<file path="src/rtl/mlp_layer_seq_if.sv">
// Handshake, weight-load and result bus of the time-multiplexed dense layer.
// The slave side is the layer itself; the master side drives runs and weight loads.
interface mlp_layer_seq_if #(
  parameter int N_IN  = 4,
  parameter int N_OUT = 8,
  parameter int XW    = 4,
  parameter int WW    = 4,
  parameter int OW    = 8
);
  localparam int NW  = N_OUT * (N_IN + 1);
  localparam int ADW = (NW > 1) ? $clog2(NW) : 1;
  localparam int KW  = (N_OUT > 1) ? $clog2(N_OUT) : 1;

  logic                    en_i;
  logic                    w_we_i;
  logic [ADW-1:0]          w_addr_i;
  logic signed [WW-1:0]    w_data_i;
  logic                    start_i;
  logic [N_IN*XW-1:0]      x_i;
  logic                    relu_i;
  logic                    busy_o;
  logic                    y_valid_o;
  logic [KW-1:0]           y_idx_o;
  logic signed [OW-1:0]    y_o;
  logic                    done_o;

  modport slave (
    input  en_i, w_we_i, w_addr_i, w_data_i, start_i, x_i, relu_i,
    output busy_o, y_valid_o, y_idx_o, y_o, done_o
  );
  modport master (
    output en_i, w_we_i, w_addr_i, w_data_i, start_i, x_i, relu_i,
    input  busy_o, y_valid_o, y_idx_o, y_o, done_o
  );
endinterface

</file>
<file path="src/rtl/mlp_layer_seq.sv">
// Dense layer of N_OUT neurons sharing one MAC: bias load, N_IN MAC cycles per neuron,
// optional ReLU and output saturation, results streamed out with their neuron index.
module mlp_layer_seq #(
  parameter int N_IN  = 4,
  parameter int N_OUT = 8,
  parameter int XW    = 4,
  parameter int WW    = 4,
  parameter int OW    = 8
) (
  input logic           clk_i,
  input logic           rst_i,
  mlp_layer_seq_if.slave bus
);
  localparam int NW  = N_OUT * (N_IN + 1);
  localparam int ADW = (NW > 1) ? $clog2(NW) : 1;
  localparam int KW  = (N_OUT > 1) ? $clog2(N_OUT) : 1;
  localparam int IW  = (N_IN > 1) ? $clog2(N_IN) : 1;
  localparam int AW  = XW + WW + 1 + $clog2(N_IN + 1);
  localparam int CW  = (AW > OW) ? AW : OW;
  localparam logic signed [CW-1:0] YMAX = CW'((2 ** (OW - 1)) - 1);
  localparam logic signed [CW-1:0] YMIN = CW'(-(2 ** (OW - 1)));

  typedef enum logic [1:0] {IDLE, BIAS, MAC, DONE} state_t;

  state_t                state, state_nx;
  logic [KW-1:0]         k;
  logic [IW-1:0]         i;
  logic signed [AW-1:0]  acc;
  logic [N_IN*XW-1:0]    x_q;
  logic                  relu_q;
  logic signed [WW-1:0]  ram [NW];
  logic                  busy, y_valid, done;
  logic [KW-1:0]         y_idx;
  logic signed [OW-1:0]  y;

  logic [ADW-1:0]        rd_addr;
  logic signed [WW-1:0]  w_rd;
  logic [XW-1:0]         x_cur;
  logic signed [AW-1:0]  prod, sum;
  logic signed [CW-1:0]  r_ext;
  logic signed [OW-1:0]  y_sat;
  logic                  last_i, last_k;

  // Bias sits at slot N_IN of each neuron's weight row.
  always_comb begin
    last_i  = (32'(i) == N_IN - 1);
    last_k  = (32'(k) == N_OUT - 1);
    rd_addr = ADW'(32'(k) * (N_IN + 1) + ((state == BIAS) ? N_IN : 32'(i)));
    w_rd    = ram[rd_addr];
    x_cur   = x_q[32'(i) * XW +: XW];
    prod    = $signed(AW'($signed({1'b0, x_cur}))) * $signed(AW'(w_rd));
    sum     = acc + prod;
    r_ext   = CW'(sum);
    if (relu_q && sum[AW-1]) r_ext = '0;
    if (r_ext > YMAX)      y_sat = OW'(YMAX);
    else if (r_ext < YMIN) y_sat = OW'(YMIN);
    else                   y_sat = OW'(r_ext);
  end

  always_comb begin
    state_nx = state;
    if (bus.en_i) begin
      case (state)
        IDLE:    if (bus.start_i) state_nx = BIAS;
        BIAS:    state_nx = MAC;
        MAC:     if (last_i) state_nx = last_k ? DONE : BIAS;
        DONE:    state_nx = IDLE;
        default: state_nx = IDLE;
      endcase
    end
  end

  always_ff @(posedge clk_i or negedge rst_i) begin
    if (!rst_i) state <= IDLE;
    else        state <= state_nx;
  end

  always_ff @(posedge clk_i or negedge rst_i) begin
    if (!rst_i) begin
      for (int a = 0; a < NW; a++) ram[a] <= '0;
      k       <= '0;
      i       <= '0;
      acc     <= '0;
      x_q     <= '0;
      relu_q  <= 1'b0;
      busy    <= 1'b0;
      y_valid <= 1'b0;
      done    <= 1'b0;
      y_idx   <= '0;
      y       <= '0;
    end else begin
      // Pulses drop every edge, stalled or not, so they are never stretched.
      y_valid <= 1'b0;
      done    <= 1'b0;
      if (bus.en_i) begin
        if (bus.w_we_i && !busy && (32'(bus.w_addr_i) < NW))
          ram[bus.w_addr_i] <= bus.w_data_i;
        case (state)
          IDLE: if (bus.start_i) begin
            x_q    <= bus.x_i;
            relu_q <= bus.relu_i;
            busy   <= 1'b1;
            k      <= '0;
          end
          BIAS: begin
            acc <= AW'(w_rd);
            i   <= '0;
          end
          MAC: begin
            acc <= sum;
            i   <= i + 1'b1;
            if (last_i) begin
              y       <= y_sat;
              y_idx   <= k;
              y_valid <= 1'b1;
              if (!last_k) k <= k + 1'b1;
            end
          end
          DONE: begin
            done <= 1'b1;
            busy <= 1'b0;
          end
          default: ;
        endcase
      end
    end
  end

  assign bus.busy_o    = busy;
  assign bus.y_valid_o = y_valid;
  assign bus.y_idx_o   = y_idx;
  assign bus.y_o       = y;
  assign bus.done_o    = done;
endmodule

</file>
<file path="src/flat_wrapper.sv">
// flat-port wrapper written by rule: the top's interface ports become plain ports
module mlp_layer_seq_flat 
#(
  parameter int N_IN  = 4,
  parameter int N_OUT = 8,
  parameter int XW    = 4,
  parameter int WW    = 4,
  parameter int OW    = 8
)
  (clk_i, rst_i, bus_en_i, bus_w_we_i, bus_w_addr_i, bus_w_data_i, bus_start_i, bus_x_i, bus_relu_i, bus_busy_o, bus_y_valid_o, bus_y_idx_o, bus_y_o, bus_done_o);
  mlp_layer_seq_if #(.N_IN(N_IN), .N_OUT(N_OUT), .XW(XW), .WW(WW), .OW(OW)) bus_i ();
  input logic clk_i;
  input logic rst_i;
  input wire logic [$bits(bus_i.en_i)-1:0] bus_en_i;
  input wire logic [$bits(bus_i.w_we_i)-1:0] bus_w_we_i;
  input wire logic [$bits(bus_i.w_addr_i)-1:0] bus_w_addr_i;
  input wire logic [$bits(bus_i.w_data_i)-1:0] bus_w_data_i;
  input wire logic [$bits(bus_i.start_i)-1:0] bus_start_i;
  input wire logic [$bits(bus_i.x_i)-1:0] bus_x_i;
  input wire logic [$bits(bus_i.relu_i)-1:0] bus_relu_i;
  output wire logic [$bits(bus_i.busy_o)-1:0] bus_busy_o;
  output wire logic [$bits(bus_i.y_valid_o)-1:0] bus_y_valid_o;
  output wire logic [$bits(bus_i.y_idx_o)-1:0] bus_y_idx_o;
  output wire logic [$bits(bus_i.y_o)-1:0] bus_y_o;
  output wire logic [$bits(bus_i.done_o)-1:0] bus_done_o;
  assign bus_i.en_i = bus_en_i;
  assign bus_i.w_we_i = bus_w_we_i;
  assign bus_i.w_addr_i = bus_w_addr_i;
  assign bus_i.w_data_i = bus_w_data_i;
  assign bus_i.start_i = bus_start_i;
  assign bus_i.x_i = bus_x_i;
  assign bus_i.relu_i = bus_relu_i;
  assign bus_busy_o = bus_i.busy_o;
  assign bus_y_valid_o = bus_i.y_valid_o;
  assign bus_y_idx_o = bus_i.y_idx_o;
  assign bus_y_o = bus_i.y_o;
  assign bus_done_o = bus_i.done_o;
  mlp_layer_seq #(.N_IN(N_IN), .N_OUT(N_OUT), .XW(XW), .WW(WW), .OW(OW)) u_core (.clk_i(clk_i), .rst_i(rst_i), .bus(bus_i));
endmodule
</file>
<file path="config.mk">
export PLATFORM = sky130hd
export DESIGN_NAME = mlp_layer_seq_flat
export DESIGN_NICKNAME = d
export VERILOG_FILES = /design/src/rtl/mlp_layer_seq_if.sv /design/src/rtl/mlp_layer_seq.sv /design/src/flat_wrapper.sv
export SDC_FILE = /design/constraint.sdc
export NUM_CORES = 1
export LEC_CHECK = 0
export CAP_MARGIN = 20
export CORE_AREA = 2 2 155 142
export DETAILED_ROUTE_END_ITERATION = 8
export DIE_AREA = 0 0 157 144
export PLACE_DENSITY = 0.78
export SETUP_SLACK_MARGIN = 0.1
export SYNTH_ARGS = -nofsm -noshare
export SYNTH_HDL_FRONTEND = slang
export SYNTH_SLANG_ARGS = --single-unit
export TNS_END_PERCENT = 50
</file>
<file path="constraint.sdc">
create_clock -name clk_i -period 21.3 [get_ports clk_i]
set_input_delay 4.26 -clock clk_i [delete_from_list [all_inputs] [get_ports clk_i]]
set_output_delay 4.26 -clock clk_i [all_outputs]
set_load 0.01 [all_outputs]
</file>
==> run summary, run 1 <==
The min-delay analysis places its worst path in the category flop to flop. The quantity of hold-fixing buffers added after cts came out at 0. The sequential share of power is 0.377. The floorplan die area is 0.02261 mm². The filler-free cell count of the finished design is between 1000 and 1500. The met3 capacity usage during global routing is 0.03926. In the final layout, the share of cells above drive strength 1 is 0.3386.

The flow ran to the end, and the final reports show no timing, DRC or antenna violations. The worst slew margin relative to its limit came out at 0.3741. The commonest cells after synthesis are sky130_fd_sc_hd__dfrtp_1, sky130_fd_sc_hd__mux2_2, sky130_fd_sc_hd__nand2_1, sky130_fd_sc_hd__mux4_2, sky130_fd_sc_hd__nor2_1.

For this run, design rule violations remaining after detail routing come to 0. The worst-case setup margin in the final layout is 13.14 ns. At the end of the flow, the number of nets in the layout was 946.

The count of yosys warnings during synthesis is 0. The most frequent cell after synthesis is sky130_fd_sc_hd__dfrtp_1. The endpoint class of the critical path is a flop. The worst-case clock buffer depth came out at 3. Including well taps, the total number of placed cells is 1129. After detailed routing, the average wire length per cell comes to roughly 19 µm.

The number of antenna violations at the first check in global routing is 0. The global-route usage over all layers came out at 0.2100. The number of hold violations in the final report came out at 0. Max-cap violations in this run came to 0. STA puts the critical path data required time at 21.65 ns. The setup path with the least slack is of type flop to flop. The number of clock sinks came out at 210. Summing all flip-flop and latch instances after layout gives roughly 0.0053 mm².

Among all stages on the critical path, the largest delay is contributed by sky130_fd_sc_hd__xor2_2. The internal power contribution came out at roughly 0.88 mW. STA classifies the critical path startpoint as a flop.

For this run, global-route usage on met2 was measured as 0.3373. Summed over all nets, the half-perimeter wirelength after detailed placement is 15.29 mm. The part of the power in combinational logic came out at 0.272.

The largest voltage drop on the vdd net is 71.59 µV. Summing every instance area after synthesis gives 0.01093 mm². The area used by multi-input combinational logic came out at 0.005440 mm². For this run, global-route usage on met1 was measured as 0.2949. For this design the top-level I/O count stands at 46. The filler cell count is 1604. Measured along the y axis, the die boundary spans about 140 µm. Of the post-synthesis cell area, the dominant cell type holds 0.4806. The tree is rooted in a sky130_fd_sc_hd__clkbuf_16. The number of buffers and inverters on the critical path is 3.

The number of max-slew violations in the final report came to 0. The cell count after synthesis came out at 820. The number of cells upsized or downsized after cts is 0. The cell that appears most often on the critical path is sky130_fd_sc_hd__ha_1.

The leakage dissipation is 5.917 nW. The slew at the pin with the worst max-slew slack came out at 0.9389 ns. The number of buffers created by CTS came out at 23. The clock input transition at the sequential cells of the worst setup and hold paths is 0.06 ns. The post-layout minimum cycle time is 8.157 ns. The die boundary width came out at 157 µm. The sum of overflow across all layers after global routing came out at 0. The net switching power came out at 0.3769 mW. The final route contains just under 7000 vias. The final clock skew is 0.03045 ns. The fraction of the core area covered by cells at the end of the flow came out at 0.5930. The biggest area contributor in the post-synthesis netlist is sky130_fd_sc_hd__dfrtp_1. The pre-CTS setup slack came out at 13.22 ns.

Based on the critical path, the design can be clocked at up to roughly 120 MHz. The signed area change from the synthesized netlist to the final layout is 14.56%. The arrival time of the worst setup path came out at 8.51 ns. The via count of the first global-routing pass came to 7023. Setup repair after global routing left no endpoint under its margin.

The count of cell types in the netlist is 49. The clock tree from TritonCTS is yes. The cell family contributing the most delay on the critical path is adder cells. The initial core utilization is 0.5177. The first-pass GRT wire length is 37.43 mm. The wire length after detailed routing is around 23 mm. Of the total power, the share spent switching nets is 0.2999. The share of total power dissipated in the clock network is 0.351. After synthesis, the cell types taking the most area are sky130_fd_sc_hd__dfrtp_1, sky130_fd_sc_hd__mux2_2, sky130_fd_sc_hd__mux4_2. After routing, the total negative slack on setup checks comes to 0 ns. The placeable core region is between 0.02 and 0.025 mm². The synthesized net count is 903. The first-iteration detailed-routing DRC count came out at between 400 and 500. The number of port buffers came out at 45.

The site row count came out at slightly above 50. The delay of the slowest cell on the worst path came out at approximately 0.6 ns. The average footprint of a synthesized cell came out at about 13 µm².

The total power divided by cell area is around 100 mW/mm². Along the worst path, the maximum fanout reaches 9. The number of iterations in the first detailed-routing pass came out at 4. The tightest hold path in the finished design has a slack of 0.4803 ns.

The number of synthesized flops with an enable pin came out at 0. The pin count of the biggest net entering global routing is 76. The final clock period utilization by the worst path is 0.3830. The post-CTS setup buffer count is 0. The H-tree depth reported by CTS came out at 1.

The sequential element share of the synthesized area came out at 0.4806. The number of diodes is 0. The number of nets with antenna violations after routing is 0. Synthesis inferred 210 register bits. The placer's final routability congestion estimate is 0.8486.

The most common flop cell mapped by yosys is sky130_fd_sc_hd__dfrtp_1. Setup violations remaining at the end of the flow were counted as 0. The global routing stage identified its most utilized layer as met2. The clock reaches the later pin of the worst-skew pair after about 0.53 ns. The share of synthesized flip-flops with an asynchronous set or reset is 1.000. After detailed routing, the number of vias per cell comes to approximately 5.8.
-- power groups by stage --
stage	combinational [mW]	sequential [mW]	clock [mW]
2_1_floorplan	0.267	0.470	0
3_3_place_gp	0.335	0.478	0
3_5_place_dp	0.342	0.480	0
4_1_cts	0.345	0.474	0.451
5_1_grt	0.377	0.480	0.466
6_report	0.341	0.474	0.441
-- state kept, by name, indices dropped and copies added (netlist names) --
register and flops:
u_core.ram 160, u_core.x_q 16, u_core.acc 12, u_core.bus.y_o 8, u_core.bus.y_idx_o 3, u_core.k 3
u_core.i 2, u_core.state 2, u_core.bus.busy_o 1, u_core.bus.done_o 1, u_core.bus.y_valid_o 1, u_core.relu_q 1
-- metal layers --
| layer | routed length [µm] | part of all wire |
|---|---|---|
| met5 | 0 | 0 |
| met4 | 503 | 0.022 |
| met3 | 1179 | 0.052 |
| met2 | 10570 | 0.47 |
| met1 | 10260 | 0.46 |
-- cell families after synthesis --
family | share of synthesized area
mux | 0.3010
flops | 0.4806
simple gates | 0.07427
compound gates | 0.04497
buf+inv | 0.02208
fa+ha+maj | 0.06316
xor+xnor | 0.01396
-- worst reg2reg max path: cells and delay by family (launching register included) --
kind / cells / cell delay [ns]
flops: 1 / 0.40
buf+inv: 3 / 0.31
xor+xnor: 2 / 0.83
compound gates: 8 / 1.84
fa+ha+maj: 9 / 3.26
simple gates: 5 / 0.89
mux: 2 / 0.47
-- path summary, 6_finish.rpt --
kind	end	startpoint	slack, ns	depth (start not counted)
min reg2reg	u_core.bus.y_idx_o[1]$_DFFE_PN0P_	u_core.bus.y_idx_o[1]$_DFFE_PN0P_	0.48	2
min	u_core.bus.y_idx_o[1]$_DFFE_PN0P_	u_core.bus.y_idx_o[1]$_DFFE_PN0P_	0.48	2
max	u_core.bus.y_o[0]$_DFFE_PN0P_	u_core.state[1]$_DFFE_PN0P_	13.14	29
max reg2reg	u_core.bus.y_o[0]$_DFFE_PN0P_	u_core.state[1]$_DFFE_PN0P_	13.14	29
min in group asynchronous	u_core.ram[149]$_DFFE_PN0P_	rst_i	3.74	1
max in group asynchronous	u_core.bus.y_valid_o$_DFF_PN0_	rst_i	16.17	2
-- cell usage in the layout, fill, tap and decap left out, types with 4 or more instances in the layout --
master                              n
sky130_fd_sc_hd__dfrtp_1          210
sky130_fd_sc_hd__mux2_2           182
sky130_fd_sc_hd__nand2_1           60
sky130_fd_sc_hd__mux4_2            52
sky130_fd_sc_hd__nor2_1            46
sky130_fd_sc_hd__clkdlybuf4s50_1   44
sky130_fd_sc_hd__ha_1              43
sky130_fd_sc_hd__inv_1             24
sky130_fd_sc_hd__clkbuf_16         23
sky130_fd_sc_hd__o21ai_0           19
sky130_fd_sc_hd__a21oi_1           14
sky130_fd_sc_hd__xnor2_1           11
sky130_fd_sc_hd__o22ai_1           11
sky130_fd_sc_hd__and2_1            11
sky130_fd_sc_hd__nand3_1            9
sky130_fd_sc_hd__buf_4              9
sky130_fd_sc_hd__or2_2              7
sky130_fd_sc_hd__mux2i_1            7
sky130_fd_sc_hd__fa_1               7
sky130_fd_sc_hd__nor2b_1            6
sky130_fd_sc_hd__nand3b_1           6
sky130_fd_sc_hd__a221o_1            6
sky130_fd_sc_hd__nor3b_1            5
sky130_fd_sc_hd__clkbuf_8           5
sky130_fd_sc_hd__clkinv_2           5
sky130_fd_sc_hd__bufinv_16          5
sky130_fd_sc_hd__nand2b_1           4
sky130_fd_sc_hd__nor3_1             4
sky130_fd_sc_hd__a31oi_1            4
-- stage by stage --
step                      cell area (µm²)  power (mW)
after global routing                12530       1.322
after detailed placement            11670      0.8219
final                               12530       1.257
after floorplan                     10930      0.7371
after global placement              11670      0.8129
after CTS                           12530       1.269
-- cell type report --
class                           instances  area share
Tap cell                              291     0.02907
Sequential cell                       210      0.4195
Clock buffer                           28     0.05064
Clock inverter                         14     0.01758
Timing Repair Buffer                   54     0.04165
Multi-Input combinational cell        550      0.4343
Inverter                               24    0.007192
(Power assumes the default switching activity.)
==> inputs of run 2 (changes only) <==
clock period = 8.22 ns   (was 21.3 ns; I/O delays follow)
==> run 2 against run 1 <==
Against the previous run: final cell count increased by 0.43%; worst setup slack worse by 12 ns; hold slack lost 0.0068 ns; via count increased by 0.39%; sequential cell count did not move; combinational power increased to 2.9 times the previous value; largest power group unchanged; first-iteration DRC count is 14% higher; die area stayed put; critical path type unchanged; total power rose to 2.7 times the previous value; clock power grew to 2.6 times the previous value; cell area up 1.2%.
==> run summary, run 2 (synthesis results as in run 1) <==
The number of max-slew violations in the final report came to 0. The endpoint class of the critical path is a flop. The HPWL after detailed placement is roughly 16 mm. In this run the clock root is driven by a sky130_fd_sc_hd__clkbuf_16. The timing-limited maximum frequency came out at 132.1 MHz. The signed area change from the synthesized netlist to the final layout came out at 15.91%. Of the total power, combinational logic draws 0.295. The sum of negative setup slack is 0 ns.

The slew at the pin with the worst max-slew slack came out at 1.013 ns. Counting flops per register, the top entry is u_core.ram. The arrival time of the worst setup path came out at 7.95 ns.

Setup repair after global routing left no endpoint under its margin. The placeable core region is 0.02112 mm². The worst hold path belongs to the class flop to flop. The sequential share of power came out at 0.366. The worst setup path is of the flop to flop kind. The worst-case clock buffer depth is 3. In this run the number of H-tree levels came out at 1. For this run, the post-layout net count is 952.

The pin count of the biggest net entering global routing is 81. The number of iterations in the first detailed-routing pass came out at 5. The total power divided by cell area came out at 262.8 mW/mm². The placer's final routability congestion estimate came out at 0.8697.

The startpoint identified for the worst register-to-register timing path is u_core.state[1]$_DFFE_PN0P_. The max-cap check violation count came out at 0. The net switching power came out at 1.013 mW.

The met2 track demand over resource in global routing is 0.3504. The internal reg-to-reg setup slack came out at 0.65 ns. The number of hold violations in the final report came out at 0. The critical path starts at u_core.state[1]$_DFFE_PN0P_. IR analysis of the VDD net gives a maximum drop of between 100 and 150 µV. In the routed design, unresolved DRC markers number 0. The filler-free cell count of the finished design is 1176. The run finished with clean final reports. The storage element area came out at ~0.0053 mm².

The maximum fanout encountered on the critical timing path came out at 33. For met3 alone, demand over resource in global routing was 0.03716. The I/O pin total is 46.

The kind of start point of the critical path is a flop. TritonCTS built the clock tree. On the critical path, the stage with the largest delay is an instance of sky130_fd_sc_hd__mux4_2.

The global-route met1 utilization is 0.2953. The via count of the first global-routing pass came out at 6974. At the end of the flow the core is filled with cells to 0.6000. The first global-routing pass estimated approximately 37 mm of wire.

After clock tree synthesis, the flow added hold-fix buffers numbering 0. The leakage dissipation is 5.956 nW. Detailed routing inserted a total of 6761 vias. The flip-flop count of the largest register after layout came out at 160. The number of nets with antenna violations after routing is 0. Wires add up to 23.05 mm.

After detailed routing, the average wire length per cell comes to 19.60 µm. The delay of the slowest cell on the worst path is 0.59 ns. The final clock period utilization by the worst path is 0.9211. The floorplan die area is 0.02261 mm². The number of clock sinks came out at between 200 and 250. The die boundary width came out at 157 µm. The initial utilization of the core area, before any placement, comes to 0.5177. The depth of the most critical reg-to-reg path is 27. The worst slew margin relative to its limit is 0.3231. 0 antenna diodes ended up in the layout. The final clock skew is roughly 0.03 ns.

The fraction of power consumed by the clock network is 0.339. The busiest layer in global routing is met2. The filler cell count came out at 1593. The required time at the worst-slack endpoint is 8.60 ns.

The sum of overflow across all layers after global routing is 0. The clock input transition at the sequential cells of the worst setup and hold paths came out at 0.06 ns. The number of port buffers is 45. Of the cells placed in the final design, the portion with a size suffix greater than 1 is 0.3514. The count of placed standard cells including taps came out at 1132. The post-layout minimum cycle time came out at 7.572 ns. The library cell used most frequently in the layout, excluding fill and tap cells, is sky130_fd_sc_hd__dfrtp_1. The site row count is 51.

The worst flop-to-flop path endpoint is u_core.bus.y_o[5]$_DFFE_PN0P_. The largest registers in the layout are u_core.ram (160), u_core.x_q (16), u_core.acc (12). The die extent in y is 144 µm. Dividing the detail-routed via count by the number of cells gives 5.749. TritonCTS created 23 clock buffers. The clock insertion delay at the later pin of the skew report came out at 0.53 ns. Setup violations remaining at the end of the flow were counted as 0.

Of the total power, the share spent switching nets is 0.3041. The global-route usage over all layers is 0.2111. The most critical setup path has its endpoint at u_core.bus.y_o[5]$_DFFE_PN0P_.

The top cell types in the final layout, fill and taps aside, are sky130_fd_sc_hd__dfrtp_1, sky130_fd_sc_hd__mux2_2, sky130_fd_sc_hd__nand2_1, sky130_fd_sc_hd__mux4_2, sky130_fd_sc_hd__nor2_1. The number of antenna violations at the first check in global routing is 0. Summing all multi-input logic gate instances after layout gives 0.005503 mm². The first-iteration detailed-routing DRC count came out at 482. Cell internal power was estimated by the tool at 2.318 mW.
==> run 2: changes by cell type in the layout (fill, tap and decap cells not counted), moves of 2 or more <==
cell / delta
sky130_fd_sc_hd__buf_4: +3
sky130_fd_sc_hd__clkbuf_8: +3
sky130_fd_sc_hd__buf_12: +2
sky130_fd_sc_hd__clkinv_2: -2
sky130_fd_sc_hd__clkinvlp_4: +2
sky130_fd_sc_hd__o22ai_1: -2
==> run 2: how the worst min path moves through the flow <==
stage	from	end	slack [ns]	cells past startpoint
5_1_grt	u_core.bus.y_idx_o[0]$_DFFE_PN0P_	u_core.bus.y_idx_o[0]$_DFFE_PN0P_	0.50	2
3_5_place_dp	u_core.bus.y_idx_o[2]$_DFFE_PN0P_	u_core.bus.y_idx_o[2]$_DFFE_PN0P_	0.46	2
6_report	u_core.bus.y_idx_o[2]$_DFFE_PN0P_	u_core.bus.y_idx_o[2]$_DFFE_PN0P_	0.47	2
2_1_floorplan	u_core.relu_q$_DFFE_PN0P_	u_core.bus.y_o[7]$_DFFE_PN0P_	0.45	1
3_3_place_gp	u_core.bus.y_idx_o[1]$_DFFE_PN0P_	u_core.bus.y_idx_o[1]$_DFFE_PN0P_	0.46	2
4_1_cts	u_core.bus.y_idx_o[2]$_DFFE_PN0P_	u_core.bus.y_idx_o[2]$_DFFE_PN0P_	0.48	2
==> run 2: area by class of cell <==
type,instances,share of cell area
Timing Repair Buffer,60,0.04828
Clock inverter,11,0.01402
Clock buffer,30,0.05302
Inverter,24,0.007108
Sequential cell,210,0.4147
Tap cell,291,0.02873
Multi-Input combinational cell,550,0.4342
==> run 2: worst max-delay path: cells and delay by family, from the launching register on <==
family / cells / cell delay [ns]
AOI/OAI and AO/OA: 4 / 0.78
adders and majority gates: 8 / 3.12
muxes: 3 / 1.23
xor gates and xnor gates: 2 / 0.41
DFF: 1 / 0.40
and+or+nand+nor: 5 / 0.77
buffers and inverters: 5 / 0.67
==> run 2: timing repair <==
action,4_1_cts,5_1_grt
gates resized for setup,0,10
hold endpoints to repair,0,0
buffers inserted,0,2
setup endpoints to repair,0,11
==> run 2: power groups by stage <==
stage / Clock, mW / Sequential [mW] / Combinational [mW]
floorplan: 0 / 1.22 / 0.691
global placement: 0 / 1.23 / 0.916
detailed placement: 0 / 1.23 / 0.939
CTS: 1.15 / 1.22 / 0.943
global route: 1.19 / 1.23 / 1.07
finish: 1.13 / 1.22 / 0.982
==> run 2: per-stage QoR <==
stage | total power, mW | cell area (µm²) | hold slack, ns | setup slack (ns)
6_report | 3.331 | 12670 | 0.4735 | 0.6482
4_1_cts | 3.309 | 12570 | 0.4787 | 0.1127
3_5_place_dp | 2.173 | 11720 | 0.4641 | 0.1847
5_1_grt | 3.494 | 12670 | 0.4953 | 0.1510
2_1_floorplan | 1.910 | 10930 | 0.4506 | 0.9536
3_3_place_gp | 2.146 | 11720 | 0.4603 | 0.3869
==> run 2: routing by layer <==
metal  part of all wire  wire (µm)
met3              0.045       1029
met4              0.015        345
met2               0.49      11180
met1               0.46      10490
met5                  0          0
==> inputs of run 3 (changes only) <==
CORE_AREA = 2 2 166 152   (was 2 2 155 142)
DIE_AREA = 0 0 168 154   (was 0 0 157 144)
PLACE_DENSITY = 0.7   (was 0.78)
==> run 3 against run 2 <==
Against the previous run: clock-buffer cell count up 1; first-iteration DRC count down 23%; total power barely moved; fmax hardly changed; worst setup slack worse by 0.0056 ns; final cell count rose by 1.7%; sequential cell count is the same.
==> run summary, run 3 (synthesis results as in run 1) <==
The first-pass GRT wire length came out at 38.49 mm. The worst register-to-register path ends at u_core.bus.y_o[3]$_DFFE_PN0P_. The net switching power came out at between 1 and 1.5 mW.

The clock tree from TritonCTS is yes. The maximum fanout encountered on the critical timing path is 29. The worst-case setup margin in the final layout came out at 0.6426 ns. The final clock period utilization by the worst path came out at 0.9218. The average detailed-routed wire length per instance is a little under 20 µm. Compared with the post-synthesis result, the final layout area differs by 15.84%. The number of nets with antenna violations after routing came out at 0. The die extent in y came out at 154 µm. The number of hold violations in the final report is 0.

The placer's final routability congestion estimate came out at 0.8568. The run finished with clean final reports. STA classifies the critical path startpoint as a flop.

The source of the worst hold timing path is u_core.bus.y_idx_o[1]$_DFFE_PN0P_. The placement-stage cell area is 0.01174 mm². The final standard cell area without fillers is 0.01267 mm². By instance count, the cell type seen most on the critical path is sky130_fd_sc_hd__ha_1. The flip-flop count of the largest register after layout came out at between 150 and 200.

The root buffer cell is sky130_fd_sc_hd__clkbuf_16. After clock tree synthesis, the clock-pin slew on the worst setup and hold paths is 0.06 ns. In the final design database the tool counted 955 nets. Entering global routing, the biggest net connects 82 pins. The number of max-slew violations in the final report came to 0. For this configuration, the core starts out at a cell density of 0.4559. The library cell contributing the largest single delay on the critical path is sky130_fd_sc_hd__fa_1. The HPWL after detailed placement is ~16 mm.

The I/O pin total is 46. The most common cell after layout, fill and taps aside is sky130_fd_sc_hd__dfrtp_1. For flop-to-flop paths, the worst setup slack is 0.64 ns. For this run, the slowest stage of the critical path takes 0.55 ns. After floorplanning, the core was divided into 54 placement rows. Prior to clock tree synthesis, the placed netlist has a worst setup slack of 0.1529 ns. The internal power contribution came out at 2.316 mW. The cell count of the worst hold path is 2. After routing, the total negative slack on setup checks comes to 0 ns. The worst slew margin relative to its limit is 0.3146. The count of final setup violators is 0. The largest registers in the layout are u_core.ram (160), u_core.x_q (16), u_core.acc (12). CTS saw 210 sinks.

Setup repair after global routing left no endpoint under its margin. More flip-flops sit in one register than any other, and that register is u_core.ram. The global-route usage over all layers is 0.1869. IR analysis of the VDD net gives a maximum drop of 159.7 µV.

The later pin in the worst-skew pair is clocked with a latency of 0.52 ns. Across the run, the number of max-cap violations was 0. The die boundary width is 168 µm. The class of the tightest hold or removal check is flop to flop.

The number of diodes is 0. The share of post-route cells with drive strength above 1 is 0.3468. The worst hold path terminates at u_core.bus.y_idx_o[1]$_DFFE_PN0P_. STA classifies the critical path endpoint as a flop.

For this block, the initial DRC count from the detailed router was 370. The part of the power in combinational logic is 0.296. After global routing the overflow that remains totals 0. The required time at the worst-slack endpoint is 8.61 ns. The number of antenna violations at the first check in global routing came out at 0. The routed via count divided by cell count came out at 5.686.

The routed layout has 6801 vias. The classification of the worst setup path is flop to flop. The die covers 0.02587 mm². The total power divided by cell area is 262.9 mW/mm². The placeable core region is 0.02399 mm². Hold repair after CTS inserted 0 buffers. At the worst endpoint, the arrival time is 7.96 ns.

The wire length after detailed routing is 23.37 mm. The via count of the first global-routing pass came out at 7009. The number of port buffers came out at 45. The filler cell count came out at approximately 2000. In this run the static leakage power is 5.948 nW. The longest clock path from root to sink contains 3 buffers.

Buffers inserted during clock tree synthesis total 24. Timing would allow up to between 100 and 150 MHz. The total DRC errors in the routed layout is 0. The post-layout minimum cycle time came out at 7.577 ns. In this run the critical register-to-register path is launched from u_core.state[1]$_DFFE_PN0P_. In the layout the commonest cells are sky130_fd_sc_hd__dfrtp_1, sky130_fd_sc_hd__mux2_2, sky130_fd_sc_hd__nand2_1, sky130_fd_sc_hd__mux4_2, sky130_fd_sc_hd__nor2_1. The pre-antenna-repair detailed-routing pass consisted of 5 iterations. The sequential share of power is 0.366. Of the total power, the share spent switching nets is 0.3044. The depth of the most critical reg-to-reg path came out at 29. The slew at the pin with the worst max-slew slack is 1.026 ns. The clock arrives with 0.02160 ns of skew. The H-tree depth reported by CTS came out at 1.

The fraction of power consumed by the clock network is 0.338.
run 3: worst max path at each step:
stage	start	end	slack [ns]	depth (start not counted)
2_1_floorplan	u_core.state[1]$_DFFE_PN0P_	u_core.bus.y_o[0]$_DFFE_PN0P_	0.95	28
3_3_place_gp	u_core.state[1]$_DFFE_PN0P_	u_core.bus.y_o[3]$_DFFE_PN0P_	0.39	28
3_5_place_dp	u_core.state[1]$_DFFE_PN0P_	u_core.bus.y_o[3]$_DFFE_PN0P_	0.15	29
4_1_cts	u_core.state[1]$_DFFE_PN0P_	u_core.bus.y_o[3]$_DFFE_PN0P_	0.25	29
5_1_grt	u_core.state[1]$_DFFE_PN0P_	u_core.bus.y_o[3]$_DFFE_PN0P_	0.11	29
6_report	u_core.state[1]$_DFFE_PN0P_	u_core.bus.y_o[3]$_DFFE_PN0P_	0.64	29
run 3: per-stage QoR:
step | power, mW | util | std cells | hold slack, ns
after floorplan | 1.910 | - | 820 | 0.4506
after global placement | 2.146 | 0.4894 | 1152 | 0.4585
after detailed placement | 2.166 | 0.4894 | 1152 | 0.4645
after CTS | 3.308 | 0.5245 | 1194 | 0.4784
after global routing | 3.502 | 0.5281 | 1196 | 0.5004
final | 3.330 | 0.5281 | 1196 | 0.4733
run 3: layout make-up:
cell class / instances / area [µm²] / area share
multi-input combinational: 550 / 5502 / 0.4344
inverter: 24 / 90.09 / 0.007113
sequential: 210 / 5255 / 0.4149
clock inverter: 11 / 163.9 / 0.01294
timing repair buffer: 62 / 601.8 / 0.04752
clock buffer: 31 / 668.1 / 0.05275
tap: 308 / 385.4 / 0.03043
run 3: layer usage:
metal  GRT usage  wire length [µm]  up-vias
met5           0                 0        -
met4     0.05673               613        0
met3     0.03037              1034       43
met2      0.2932             10700      143
met1      0.2692             11030     3496
li1            -                 -     3119
run 3: worst max-delay path, delay by kind of cell (launching register included):
kind	cells	cell delay (ns)
fa+ha+maj	8	2.85
compound gates	8	1.41
mux	3	1.13
simple gates	5	0.83
buf+inv	4	0.59
flops	1	0.40
xor+xnor	1	0.21
run 3: power by group through the flow:
stage               logic (mW)  registers [mW]  clock network (mW)
floorplan                0.691            1.22                   0
global placement         0.916            1.23                   0
detailed placement       0.932            1.23                   0
CTS                      0.944            1.22                1.15
global route              1.08            1.23                1.19
finish                   0.986            1.22                1.13
run 3: what timing repair did:
| item | in CTS | in global routing |
|---|---|---|
| setup endpoints to repair | 1 | 9 |
| setup buffers | 0 | 2 |
| gates resized for setup | 1 | 10 |
| endpoints found under the hold margin | 0 | 0 |
| pin swaps | 0 | 1 |
